## config.mk

```make
export PLATFORM = sky130hd
export DESIGN_NAME = mux16_rr_sched_flat
export DESIGN_NICKNAME = d
export VERILOG_FILES = /design/src/rtl/mux16_sched_pkg.sv /design/src/rtl/mux16_rr_sched_if.sv /design/src/rtl/mux16_rr_sched_rr_pick16.sv /design/src/rtl/mux16_rr_sched.sv /design/src/flat_wrapper.sv
export SDC_FILE = /design/constraint.sdc
export NUM_CORES = 1
export LEC_CHECK = 0
export BUFFER_PORTS_ARGS = -buffer_cell sky130_fd_sc_hd__buf_2
export CORE_MARGIN = 1.5
export CORE_UTILIZATION = 57
export CTS_BUF_LIST = sky130_fd_sc_hd__clkbuf_16
export DETAILED_ROUTE_END_ITERATION = 7
export MAX_ROUTING_LAYER = met4
export PLACE_DENSITY = 0.85
export SYNTH_ARGS = -nofsm -noshare
export SYNTH_HDL_FRONTEND = slang
export SYNTH_SLANG_ARGS = --single-unit
```

## constraint.sdc

```tcl
create_clock -name clk -period 5.36 [get_ports clk]
set_input_delay 1.072 -clock clk [delete_from_list [all_inputs] [get_ports clk]]
set_output_delay 1.072 -clock clk [all_outputs]
set_load 0.05 [all_outputs]
```

## src/rtl/mux16_sched_pkg.sv

```systemverilog
// Shared types and constants for the 16-way round-robin mux scheduler.
package mux16_sched_pkg;

  localparam int N_REQ = 16;
  localparam int SEL_W = 4;

  typedef enum logic {
    IDLE = 1'b0,
    XFER = 1'b1
  } state_t;

  function automatic logic [N_REQ-1:0] onehot(input logic [SEL_W-1:0] idx);
    return N_REQ'(1) << idx;
  endfunction

endpackage

```

## src/rtl/mux16_rr_sched_if.sv

```systemverilog
// Requester/consumer side of the scheduler: request lines, select, grant and beat handshake.
interface mux16_rr_sched_if;
  import mux16_sched_pkg::*;

  logic [N_REQ-1:0] req;
  logic             ready;
  logic [SEL_W-1:0] sel;
  logic [N_REQ-1:0] gnt;
  logic             valid;
  logic             last;
  logic             busy;

  modport master (
    input  req, ready,
    output sel, gnt, valid, last, busy
  );

  modport slave (
    output req, ready,
    input  sel, gnt, valid, last, busy
  );

endinterface

```

## src/rtl/mux16_rr_sched_rr_pick16.sv

```systemverilog
// Rotating-priority finder: first set req bit searching from ptr+1 upward, wrapping 15->0.
module rr_pick16
  import mux16_sched_pkg::*;
(
  input  logic [N_REQ-1:0] req,
  input  logic [SEL_W-1:0] ptr,
  output logic [SEL_W-1:0] idx,
  output logic             found
);

  logic [SEL_W-1:0] cand;

  // The pointer itself is visited last, so the previous winner has lowest priority.
  always_comb begin
    idx   = '0;
    found = 1'b0;
    cand  = '0;
    for (int i = 1; i <= N_REQ; i++) begin
      cand = ptr + SEL_W'(i);
      if (!found && req[cand]) begin
        idx   = cand;
        found = 1'b1;
      end
    end
  end

endmodule

```

## src/rtl/mux16_rr_sched.sv

```systemverilog
// Round-robin scheduler driving the 16:1 mux select for bounded bursts with valid/ready beats.
//   state | meaning
//   IDLE  | no grant; sel holds its last value, waiting for any req
//   XFER  | burst in progress to requester sel; beats counted on valid && ready
module mux16_rr_sched
  import mux16_sched_pkg::*;
#(
  parameter int BURST_LEN = 4,
  parameter int CNT_W     = 8
) (
  input  logic clk,
  input  logic rst,
  mux16_rr_sched_if.master bus
);

  state_t           state_q, state_d;
  logic [SEL_W-1:0] ptr_q, ptr_d;
  logic [SEL_W-1:0] sel_q, sel_d;
  logic [N_REQ-1:0] gnt_q, gnt_d;
  logic [CNT_W-1:0] count_q, count_d;

  logic [SEL_W-1:0] pick_idx;
  logic             pick_found;
  logic             last_beat;
  logic             accept;
  logic             burst_end;

  rr_pick16 u_pick (
    .req   (bus.req),
    .ptr   (ptr_q),
    .idx   (pick_idx),
    .found (pick_found)
  );

  assign last_beat = (count_q == CNT_W'(BURST_LEN - 1));
  assign accept    = (state_q == XFER) && bus.ready;
  // A dropped request ends the burst even when that edge also accepts a beat.
  assign burst_end = (accept && last_beat) || !bus.req[sel_q];

  always_comb begin
    state_d = state_q;
    ptr_d   = ptr_q;
    sel_d   = sel_q;
    gnt_d   = gnt_q;
    count_d = count_q;
    unique case (state_q)
      IDLE: begin
        if (pick_found) begin
          state_d = XFER;
          ptr_d   = pick_idx;
          sel_d   = pick_idx;
          gnt_d   = onehot(pick_idx);
          count_d = '0;
        end
      end
      XFER: begin
        if (burst_end) begin
          if (pick_found) begin
            ptr_d   = pick_idx;
            sel_d   = pick_idx;
            gnt_d   = onehot(pick_idx);
            count_d = '0;
          end else begin
            state_d = IDLE;
            gnt_d   = '0;
            count_d = '0;
          end
        end else if (accept) begin
          count_d = count_q + CNT_W'(1);
        end
      end
      default: begin
        state_d = IDLE;
        gnt_d   = '0;
      end
    endcase
  end

  always_ff @(posedge clk) begin
    if (rst) begin
      state_q <= IDLE;
      ptr_q   <= SEL_W'(N_REQ - 1);
      sel_q   <= '0;
      gnt_q   <= '0;
      count_q <= '0;
    end else begin
      state_q <= state_d;
      ptr_q   <= ptr_d;
      sel_q   <= sel_d;
      gnt_q   <= gnt_d;
      count_q <= count_d;
    end
  end

  assign bus.sel   = sel_q;
  assign bus.gnt   = gnt_q;
  assign bus.valid = (state_q == XFER);
  assign bus.busy  = (state_q == XFER);
  assign bus.last  = (state_q == XFER) && last_beat;

endmodule

```

## src/flat_wrapper.sv

```systemverilog
// flat-port wrapper written by rule: the top's interface ports become plain ports
module mux16_rr_sched_flat import mux16_sched_pkg::*;
#(
  parameter int BURST_LEN = 4,
  parameter int CNT_W     = 8
)
  (clk, rst, bus_req, bus_ready, bus_sel, bus_gnt, bus_valid, bus_last, bus_busy);
  mux16_rr_sched_if bus_i ();
  input  logic clk;
  input  logic rst;
  input wire logic [$bits(bus_i.req)-1:0] bus_req;
  input wire logic [$bits(bus_i.ready)-1:0] bus_ready;
  output wire logic [$bits(bus_i.sel)-1:0] bus_sel;
  output wire logic [$bits(bus_i.gnt)-1:0] bus_gnt;
  output wire logic [$bits(bus_i.valid)-1:0] bus_valid;
  output wire logic [$bits(bus_i.last)-1:0] bus_last;
  output wire logic [$bits(bus_i.busy)-1:0] bus_busy;
  assign bus_i.req = bus_req;
  assign bus_i.ready = bus_ready;
  assign bus_sel = bus_i.sel;
  assign bus_gnt = bus_i.gnt;
  assign bus_valid = bus_i.valid;
  assign bus_last = bus_i.last;
  assign bus_busy = bus_i.busy;
  mux16_rr_sched #(.BURST_LEN(BURST_LEN), .CNT_W(CNT_W)) u_core (.clk(clk), .rst(rst), .bus(bus_i));
endmodule
```

==> flow_metrics.py, run 1 <==
metrics = {
    "outcome": {
        "outcome": "finished clean",
    },
    "logic_synthesis": {
        "synth_fp_nets": 483,
        "synth-edff-count": 0,
        "netlist_area_mm2": 0.00399,
        "syn_area_per_cell_um2": 8.78,
        "post_synth_num_cell_types": 72,
        "ys_async_sr_fraction_pct": 0,
        "ys_seq_area_share_pct": 16.5,
        "synth_seq_cells": 33,
        "synth_cells": 455,
        "synth_ff_type": "dfxtp_1",
        "yosys_warnings": 0,
    },
    "placement": {
        "gp_congestion": 1.03,
        "dpl.hpwl_mm": 9.49,
        "numPortBuffers": 41,
    },
    "global_route": {
        "grt-ovfl-total": 0,
        "grt_max_degree": 27,
        "use_met1_pct": 49.3,
        "grt_use_met2_pct": 53.6,
        "grt_busiest_layer": "met2",
        "antenna_found_initial": 0,
        "grt_pass1_vias": 3851,
        "grt_pass1_wl_mm": 20.2,
        "gr-usage-all-layers_pct": 35.7,
        "grtUsageMet3_pct": 5.62,
    },
    "floorplanning": {
        "die_height_um": 86.7,
        "ios": 42,
        "core_area_mm2": 0.00679,
        "fp.dieArea_mm2": 0.00752,
        "initial_core_util_pct": 58.8,
        "die_x_um": 86.7,
        "fp-row-count": 30,
    },
    "critical_path": {
        "timing.rr.start": "u_core.ptr_q[1]",
        "r2r_slack_ns": 0.51,
        "critPathKind": "reg2reg",
        "cp-start-kind": "flip-flop",
        "required_ns": 5.51,
        "critPathArrivalTime_ns": 5.00,
        "r2r-end": "u_core.count_q[7]",
        "reg2reg_depth": 13,
        "cp_max_fo": 20,
        "critPathCaptureType": "flip-flop",
    },
    "finish": {
        "seq_area_um2": 661,
        "fin_nets": 527,
        "drive_gt1_share_pct": 27.6,
        "diodes": 0,
        "multiInputGateArea_mm2": 0.00319,
        "fillers": 561,
        "syn2layout_area_growth_pct": 12.8,
    },
    "timing": {
        "rsz0062_at_grt": "false",
        "hold_viol": 0,
        "layout_worst_path_cycle_share_pct": 90.4,
        "setup_violations": 0,
        "fin_skew_ns": 0.00294,
        "tns_ns": 0,
        "slew_viol_final": 0,
        "period_minus_slack_ns": 4.85,
        "worstMarginPinSlew_ns": 0.885,
        "slew_headroom_pct": 39.3,
        "fmax_mhz": 206,
    },
    "worst_hold_path": {
        "worstHoldStart": "u_core.bus.gnt[4]",
        "hp-class": "reg2reg",
        "hold_depth": 2,
        "holdPathEnd": "u_core.bus.gnt[4]",
    },
    "clock_network": {
        "numCtsBuffers": 5,
        "htreeDepth": 2,
        "cts-root-buf": "clkbuf_16",
        "clkTransAtPathRegs_ns": 0.05,
        "clk_path_buf_depth": 2,
        "post_cts_resized": 0,
        "cts_tree": "yes",
        "cts.sinks": 33,
        "post_cts_buffers": 0,
        "hold_buffers": 0,
        "clock_latency_ns": 0.28,
    },
    "routing": {
        "via_count": 4124,
        "drtIter0Drc": 510,
        "dr.pass1.iters": 8,
        "vias_per_cell": 6.92,
        "drc_errors": 0,
        "drt_wl_total_mm": 12.7,
        "ant_nets": 0,
        "wl_per_cell_um": 21.3,
    },
    "run": {
        "drv_cap": 0,
    },
}
cells by family after synthesis:
group / after synthesis / synth area share (%)
and+or+nand+nor: 144 / 18.4
AOI/OAI and AO/OA: 131 / 22.6
muxes: 94 / 33.3
DFF: 33 / 16.5
buffers and inverters: 31 / 3.51
xor gates and xnor gates: 13 / 2.85
adders and majority gates: 9 / 2.82
placed cells by master, fill, tap and decap left out, types with 6 or more instances in the layout:
master    netlist  final
o21ai_1         6      6
nor2_1         31     31
buf_4           1     15
buf_2          10     41
mux2i_1        35     35
inv_1          10     10
nor2b_1        10     10
o211ai_1        9      9
mux4_2         28     28
mux2_2         29     29
nand2_1        41     41
o21ai_0        27     27
dfxtp_1        33     33
a22oi_1         9      9
ha_1            9      9
a21oi_1        29     29
nand3_1        17     17
xnor2_1         8      8
nor3_1         10     10
worst max-delay path: stages (launching register included):
cell     delay, ns
dfxtp_1       0.32
inv_1         0.04
buf_4         0.16
ha_1          0.82
mux2_2        0.44
mux4_2        0.51
mux2_2        0.36
or3_4         0.45
nor4b_4       0.42
a41oi_1       0.30
a21oi_1       0.50
nor3_1        0.15
xnor2_1       0.16
nor3_1        0.06
cell type report:
class	count	share of cell area, %
multi-input cells	391	70.9
flip-flops and latches	33	14.7
repair buffers	56	7.06
clock buffers	5	2.78
well taps	96	2.67
inverters	12	1.00
clock inverters	3	0.917
worst max path at each step:
| stage | startpoint | to | slack (ns) | cells after the start |
|---|---|---|---|---|
| global placement | u_core.ptr_q[1] | u_core.bus.gnt[12] | 0.67 | 13 |
| global route | u_core.ptr_q[1] | u_core.count_q[7] | 0.28 | 13 |
| finish | u_core.ptr_q[1] | u_core.count_q[7] | 0.51 | 13 |
| CTS | u_core.ptr_q[1] | u_core.count_q[7] | 0.59 | 13 |
| detailed placement | u_core.ptr_q[1] | u_core.count_q[7] | 0.61 | 13 |
| floorplan | u_core.ptr_q[1] | u_core.bus.gnt[7] | 0.60 | 16 |
metal layers:
layer | part of all wire [%] | vias up
met5 | 0 | -
met4 | 3.3 | 0
met3 | 10 | 46
met2 | 46 | 290
met1 | 41 | 1924
li1 | - | 1864
registers in the layout, summed over array words and instances, names as in the netlist:
name,count
u_core.ptr_q,4
u_core.bus.sel,4
u_core.bus.gnt,16
u_core.bus.busy,1
u_core.count_q,8
cells in the mapped netlist (3+ instances only):
cell	n	share of area, %
o21ai_0	27	3.4
dfxtp_1	33	17
a221o_1	4	1.0
nand4_1	5	0.78
mux2i_1	35	8.8
mux4_2	28	16
a32oi_1	4	0.88
inv_1	10	0.94
o211ai_1	9	1.7
nand2_1	41	3.9
a21o_1	5	0.94
a22oi_1	9	1.7
xor2_1	5	1.1
and2_1	4	0.63
nor4_1	3	0.47
xnor2_1	8	1.8
ha_1	9	2.8
nor2b_1	10	1.6
a21oi_1	29	3.6
mux2_2	29	8.2
nand3_1	17	2.1
a311oi_1	3	0.66
nor2_1	31	2.9
or3_1	3	0.47
nor3_1	10	1.3
and3_1	3	0.47
buf_2	10	1.3
nand2b_1	3	0.47
a211oi_1	3	0.56
clkbuf_1	7	0.66
o21ai_1	6	0.75
metrics by stage:
step                util [%]  worst slack, ns  instances  cell area (µm²)  hold slack, ns
global placement        63.8            0.671        588             4340           0.430
CTS                     66.3            0.586        596             4500           0.444
detailed placement      63.8            0.612        588             4340           0.437
global route            66.3            0.277        596             4500           0.468
finish                  66.3            0.513        596             4500           0.442
floorplan                  -            0.596        455             3990           0.489
Power of run 1 is not shown: default switching activity piles up to over one toggle a cycle in this logic, so the estimate is an artifact.
==> run 2, diff against run 1 <==
--- a/config.mk
+++ b/config.mk
@@ -5,13 +5,16 @@
 export SDC_FILE = /design/constraint.sdc
 export NUM_CORES = 1
 export LEC_CHECK = 0
+export ABC_AREA = 1
 export BUFFER_PORTS_ARGS = -buffer_cell sky130_fd_sc_hd__buf_2
+export CELL_PAD_IN_SITES_DETAIL_PLACEMENT = 2
+export CELL_PAD_IN_SITES_GLOBAL_PLACEMENT = 2
 export CORE_MARGIN = 1.5
-export CORE_UTILIZATION = 57
+export CORE_UTILIZATION = 28
 export CTS_BUF_LIST = sky130_fd_sc_hd__clkbuf_16
 export DETAILED_ROUTE_END_ITERATION = 7
 export MAX_ROUTING_LAYER = met4
-export PLACE_DENSITY = 0.85
+export PLACE_DENSITY = 0.84
 export SYNTH_ARGS = -nofsm -noshare
 export SYNTH_HDL_FRONTEND = slang
 export SYNTH_SLANG_ARGS = --single-unit
==> constraint.sdc (replaced) <==
create_clock -name clk -period 4.4 [get_ports clk]
set_input_delay 0.88 -clock clk [delete_from_list [all_inputs] [get_ports clk]]
set_output_delay 0.88 -clock clk [all_outputs]
set_load 0.05 [all_outputs]
==> run 2 against run 1 <==
Non-clock buffer count is 9 lower. Critical path type unchanged. Wire length up 8.7%. Critical path depth increased by 7. Sequential share of layout area increased by 1.9 points. Highest routed layer unchanged. Clock skew is 0.0030 ns higher. Area after synthesis fell by 13%. Hold slack improved by 0.017 ns. Final cell count up 32%. Clock-buffer cell count unchanged. Via count is 2.1% lower.
==> flow_metrics.py, run 2 <==
metrics = {
    "global_route": {
        "antenna_found_initial": 0,
        "grt_pass1_wl_mm": 22.4,
        "grt_max_degree": 24,
        "gr-usage-all-layers_pct": 22.6,
        "grt_pass1_vias": 4408,
        "grt-ovfl-total": 0,
    },
    "logic_synthesis": {
        "synth_ff_type": "dfxtp_1",
        "synth_commonest_cells": "nand2_1, nand3_1, nor2_1, inv_1, dfxtp_1",
        "yosysTopAreaCell": "nand2_1",
        "ys_seq_area_share_pct": 19.1,
        "synth_cells": 577,
        "yosys-top-cells-area": "nand2_1, dfxtp_1, nand3_1",
        "syn_area_per_cell_um2": 6.01,
        "yosysMostFrequentCell": "nand2_1",
        "synth.top_cell.area_share_pct": 19.4,
        "ys_async_sr_fraction_pct": 0,
        "synth-edff-count": 0,
        "synth_fp_nets": 605,
        "synth_seq_cells": 33,
        "post_synth_num_cell_types": 45,
        "netlist_area_mm2": 0.00347,
        "yosys_warnings": 0,
    },
    "finish": {
        "multiInputGateArea_mm2": 0.00245,
        "final_common_cell": "nand2_1",
        "drive_gt1_share_pct": 17.8,
        "seq_area_um2": 662,
        "syn2layout_area_growth_pct": 15.6,
        "diodes": 0,
        "final_cell_mix": "nand2_1, nand3_1, nor2_1",
        "fillers": 1547,
        "fin_nets": 644,
        "largest_register_ffs": 16,
    },
    "timing": {
        "fmax_mhz": 249,
        "worstMarginPinSlew_ns": 0.837,
        "layout_worst_path_cycle_share_pct": 91.4,
        "setup_violations": 0,
        "period_minus_slack_ns": 4.02,
        "slew_viol_final": 0,
        "tns_ns": 0,
        "fin_skew_ns": 0.00596,
        "slew_headroom_pct": 43.6,
        "hold_viol": 0,
        "rsz0062_at_grt": "false",
    },
    "routing": {
        "wl_met1_mm": 6.09,
        "drc_errors": 0,
        "via_count": 4037,
        "drtIter0Drc": 125,
        "vias_per_cell": 5.14,
        "ant_nets": 0,
        "dr_wl_met3_um": 256,
        "dr.pass1.iters": 4,
        "drt_wl_total_mm": 13.8,
        "top_layer": "met4",
        "wl_per_cell_um": 17.5,
        "wl_met2_mm": 7.13,
    },
    "worst_hold_path": {
        "hp-class": "reg2reg",
    },
    "critical_path": {
        "cp-start-kind": "flip-flop",
        "critPathCaptureType": "flip-flop",
        "cp_max_fo": 14,
        "critPathArrivalTime_ns": 4.24,
        "critPathKind": "reg2reg",
        "required_ns": 4.62,
    },
    "floorplanning": {
        "die_height_um": 114,
        "initial_core_util_pct": 28.7,
        "core_area_mm2": 0.0121,
        "fp-row-count": 40,
        "fp.dieArea_mm2": 0.0131,
        "die_x_um": 114,
        "ios": 42,
    },
    "clock_network": {
        "clkTransAtPathRegs_ns": 0.06,
        "cts.sinks": 33,
        "post_cts_buffers": 0,
        "hold_buffers": 0,
        "clk_path_buf_depth": 2,
        "numCtsBuffers": 5,
        "cts-root-buf": "clkbuf_16",
        "clock_latency_ns": 0.28,
        "htreeDepth": 2,
        "cts_tree": "yes",
    },
    "placement": {
        "dpl.hpwl_mm": 11.1,
        "gp_congestion": 0.859,
        "numPortBuffers": 41,
    },
    "run": {
        "drv_cap": 0,
    },
    "outcome": {
        "outcome": "finished clean",
    },
}
-- run 2: cell types whose count changed in the layout (fill, tap and decap cells not counted), sizes merged, moves of 11 or more --
cell,change
nand2,+155
nand3,+98
inv,+49
nor2,+36
mux2i,-34
mux2,-31
mux4,-28
a21oi,-19
o21ai,-17
nand4,+11
-- run 2: timing repair --
action                                  CTS  global route
endpoints found under the hold margin     0             0
endpoints found under the setup margin    0            19
resized for setup                         0             1
-- run 2: critical path: stages (launching register included) --
cell      delay (ns)
dfxtp_1         0.36
inv_2           0.06
ha_1            0.33
inv_1           0.49
nand3_1         0.24
nand3_1         0.20
nand2_2         0.08
nand2_2         0.08
nand2_4         0.10
nor2_8          0.16
nand4_4         0.12
nor2_4          0.19
nand4_4         0.13
nor3_2          0.30
nand4_1         0.18
nor2_1          0.17
o21bai_1        0.18
nand4_2         0.19
nor2_4          0.23
nand2_1         0.10
nand2_1         0.07
-- run 2: cells by family after synthesis --
family / Yosys count / synth area share [%]
AOI/OAI and AO/OA: 48 / 8.88
xor gates and xnor gates: 10 / 3.39
adders and majority gates: 9 / 3.25
buffers and inverters: 75 / 10.2
DFF: 33 / 19.1
muxes: 1 / 0.289
and+or+nand+nor: 401 / 55.0
-- run 2: routing by layer --
metal	vias to the layer above	global-route usage (%)
li1	1975	-
met1	1988	25.5
met2	53	42.0
met3	21	2.12
met4	0	6.83
met5	-	-
-- run 2: final timing paths --
path	from	endpoint	slack [ns]	cells after the start
max	u_core.ptr_q[0]	u_core.bus.gnt[6]	0.38	20
min	u_core.bus.gnt[13]	u_core.bus.gnt[13]	0.46	2
max reg2reg	u_core.ptr_q[0]	u_core.bus.gnt[6]	0.38	20
min reg2reg	u_core.bus.gnt[13]	u_core.bus.gnt[13]	0.46	2
-- run 2: metrics by stage --
stage	area [µm²]	hold slack (ns)	utilization, %	worst slack (ns)	cells
floorplan	3470	0.475	-	1.14	577
global placement	3810	0.435	31.6	0.414	777
detailed placement	3810	0.448	31.6	0.235	777
CTS	4010	0.464	33.2	0.177	785
global route	4010	0.477	33.2	0.0363	785
finish	4010	0.459	33.2	0.379	785
-- run 2: cell type report --
cell class	instances	area share, %
inverter	60	6.00
timing repair buffer	47	6.25
clock buffer	5	3.12
sequential	33	16.5
tap	168	5.25
clock inverter	3	1.62
multi-input combinational	469	61.2
Power of run 2 is left out for the same reason.
==> run 3, diff against run 2 <==
--- a/config.mk
+++ b/config.mk
@@ -17,4 +17,5 @@
 export PLACE_DENSITY = 0.84
 export SYNTH_ARGS = -nofsm -noshare
 export SYNTH_HDL_FRONTEND = slang
+export SYNTH_HIERARCHICAL = 1
 export SYNTH_SLANG_ARGS = --single-unit
==> run 3 against run 2 <==
Maximum frequency fell by 3.5%. Via count rose by 7.2%. Utilization rose by 0.27 points. Critical endpoint is now u_core/bus.gnt[3]. Largest cell class unchanged.
==> flow_metrics.py, run 3 <==
metrics = {
    "outcome": {
        "outcome": "finished clean",
    },
    "logic_synthesis": {
        "yosysTopAreaCell": "nand3_1",
        "synth_ff_type": "dfxtp_1",
        "synth-compound-area-share_pct": 7.13,
        "synth-edff-count": 0,
        "synth_xor_area_share_pct": 4.53,
        "yosys_warnings": 6,
        "yosys.area_share.adder_pct": 3.16,
        "yosysMostFrequentCell": "nand2_1",
        "ys_seq_area_share_pct": 18.5,
        "synth_fp_nets": 625,
        "synth_commonest_cells": "nand2_1, nand3_1, inv_1, nor2_1, dfxtp_1",
        "synth_top_family_by_area": "simple AND/OR/NAND/NOR gates",
        "synth_cells": 597,
        "synth_seq_cells": 33,
        "muxShareOfSynthArea_pct": 0,
        "netlist_area_mm2": 0.00356,
        "synth-simple-area-share_pct": 55.9,
        "post_synth_num_cell_types": 39,
        "yosys-top-cells-area": "nand3_1, dfxtp_1, nand2_1",
        "synth.top_cell.area_share_pct": 20.8,
        "ys_async_sr_fraction_pct": 0,
        "syn_area_per_cell_um2": 5.97,
    },
    "clock_network": {
        "clock_latency_ns": 0.28,
        "clkTransAtPathRegs_ns": 0.06,
        "cts.sinks": 33,
        "cts-root-buf": "clkbuf_16",
        "cts_tree": "yes",
        "clk_path_buf_depth": 2,
        "hold_buffers": 0,
        "numCtsBuffers": 5,
        "post_cts_buffers": 0,
        "htreeDepth": 2,
    },
    "timing": {
        "slew_headroom_pct": 36.4,
        "period_minus_slack_ns": 4.17,
        "layout_worst_path_cycle_share_pct": 94.7,
        "worstMarginPinSlew_ns": 0.953,
        "fin_skew_ns": 0.00424,
        "setup_violations": 0,
        "rsz0062_at_grt": "true",
        "fmax_mhz": 240,
        "slew_viol_final": 0,
        "tns_ns": 0,
        "hold_viol": 0,
    },
    "worst_hold_path": {
        "hold_depth": 2,
        "holdPathEnd": "u_core/bus.gnt[10]",
        "hp-class": "reg2reg",
        "worstHoldStart": "u_core/bus.gnt[10]",
    },
    "floorplanning": {
        "die_height_um": 116,
        "core_area_mm2": 0.0125,
        "fp-row-count": 41,
        "die_x_um": 116,
        "initial_core_util_pct": 28.5,
        "fp.dieArea_mm2": 0.0134,
        "ios": 42,
    },
    "critical_path": {
        "critPathKind": "reg2reg",
        "slowest_delay_ns": 0.69,
        "timing.rr.start": "u_core/ptr_q[1]",
        "cp_max_fo": 15,
        "crit_chain": "inv_1 > buf_4 > ha_1 > inv_1 > nand3_1 > nand2_1 > nor2_1 > a31oi_1 > nor2_2 > nand3_1 > nor3_1 > nor2_1 > nand4_1 > a21oi_1 > inv_1 > nor2_2 > nand2_1 > o21ai_1",
        "critPathArrivalTime_ns": 4.37,
        "cp-start-kind": "flip-flop",
        "critPathCaptureType": "flip-flop",
        "reg2reg_depth": 18,
        "crit_path_frequent_cell": "inv_1",
        "r2r_slack_ns": 0.23,
        "r2r-end": "u_core/bus.gnt[3]",
        "crit_slowest_cell": "a31oi_1",
        "required_ns": 4.60,
    },
    "finish": {
        "final_util_pct": 33.5,
        "drive_gt1_share_pct": 16.6,
        "fin_nets": 665,
        "fillers": 1597,
        "multiInputGateArea_mm2": 0.00259,
        "diodes": 0,
        "largest_register_ffs": 16,
        "final_common_cell": "nand2_1",
        "syn2layout_area_growth_pct": 17.6,
        "final_cell_mix": "nand2_1, nand3_1, inv_1",
        "seq_area_um2": 662,
    },
    "global_route": {
        "gr-usage-all-layers_pct": 23.3,
        "grt_pass1_wl_mm": 23.9,
        "grt_max_degree": 35,
        "grt_pass1_vias": 4709,
        "grt-ovfl-total": 0,
        "antenna_found_initial": 0,
    },
    "routing": {
        "vias_per_cell": 5.34,
        "drtIter0Drc": 125,
        "drc_errors": 0,
        "drt_wl_total_mm": 15.1,
        "via_count": 4328,
        "ant_nets": 0,
        "wl_per_cell_um": 18.7,
        "dr.pass1.iters": 4,
    },
    "placement": {
        "numPortBuffers": 41,
        "gp_congestion": 0.880,
        "dpl.hpwl_mm": 11.5,
    },
    "run": {
        "drv_cap": 0,
    },
}
run 3: cell type report:
class                           count  share of cell area (%)
Clock inverter                      3                    1.64
Tap cell                          172                    5.13
Inverter                           62                    5.88
Sequential cell                    33                    15.8
Multi-Input combinational cell    484                    61.7
Clock buffer                        5                    2.99
Timing Repair Buffer               51                    6.87
run 3: metal layers:
metal / part of all wire [%] / global-route usage (%) / wire length [µm] / vias up
li1: - / - / - / 2068
met1: 42 / 26.1 / 6310 / 2141
met2: 52 / 43.5 / 7920 / 93
met3: 3.3 / 1.78 / 497 / 26
met4: 2.7 / 7.97 / 415 / 0
met5: 0 / - / 0 / -
run 3: worst max path at each step:
stage	depth (start not counted)	startpoint	slack, ns	to
after floorplan	24	u_core/ptr_q[1]	0.71	u_core/count_q[3]
after global routing	23	u_core/ptr_q[0]	-0.10	u_core/bus.gnt[15]
after global placement	22	bus_req[7]	0.45	u_core/bus.gnt[13]
after CTS	23	u_core/ptr_q[0]	0.04	u_core/bus.gnt[15]
final	18	u_core/ptr_q[1]	0.23	u_core/bus.gnt[3]
after detailed placement	22	u_core/ptr_q[0]	0.14	u_core/count_q[4]
run 3: critical path, delay by kind of cell, from the launching register on:
kind	cells	cell delay, ns
flops	1	0.35
compound gates	3	1.22
fa+ha+maj	1	0.33
simple gates	10	1.51
buf+inv	4	0.67
run 3: repair_timing:
action | 4_1_cts | 5_1_grt
setup endpoints to repair | 0 | 24
resized for setup | 0 | 15
hold endpoints to repair | 0 | 0
run 3: kinds of logic (layout without fill, tap and decap cells):
group / after synthesis / count (layout)
AOI/OAI and AO/OA: 44 / 44
and+or+nand+nor: 415 / 416
buffers and inverters: 81 / 121
xor gates and xnor gates: 15 / 15
DFF: 33 / 33
adders and majority gates: 9 / 9
run 3: stage by stage:
| step | cells | hold WS, ns | worst slack (ns) | cell area [µm²] |
|---|---|---|---|---|
| after detailed placement | 801 | 0.473 | 0.142 | 3920 |
| after global routing | 810 | 0.509 | -0.101 | 4190 |
| after CTS | 809 | 0.483 | 0.0384 | 4110 |
| after floorplan | 597 | 0.451 | 0.715 | 3560 |
| after global placement | 801 | 0.465 | 0.454 | 3920 |
| final | 810 | 0.482 | 0.234 | 4190 |
Power of run 3 is left out for the same reason.
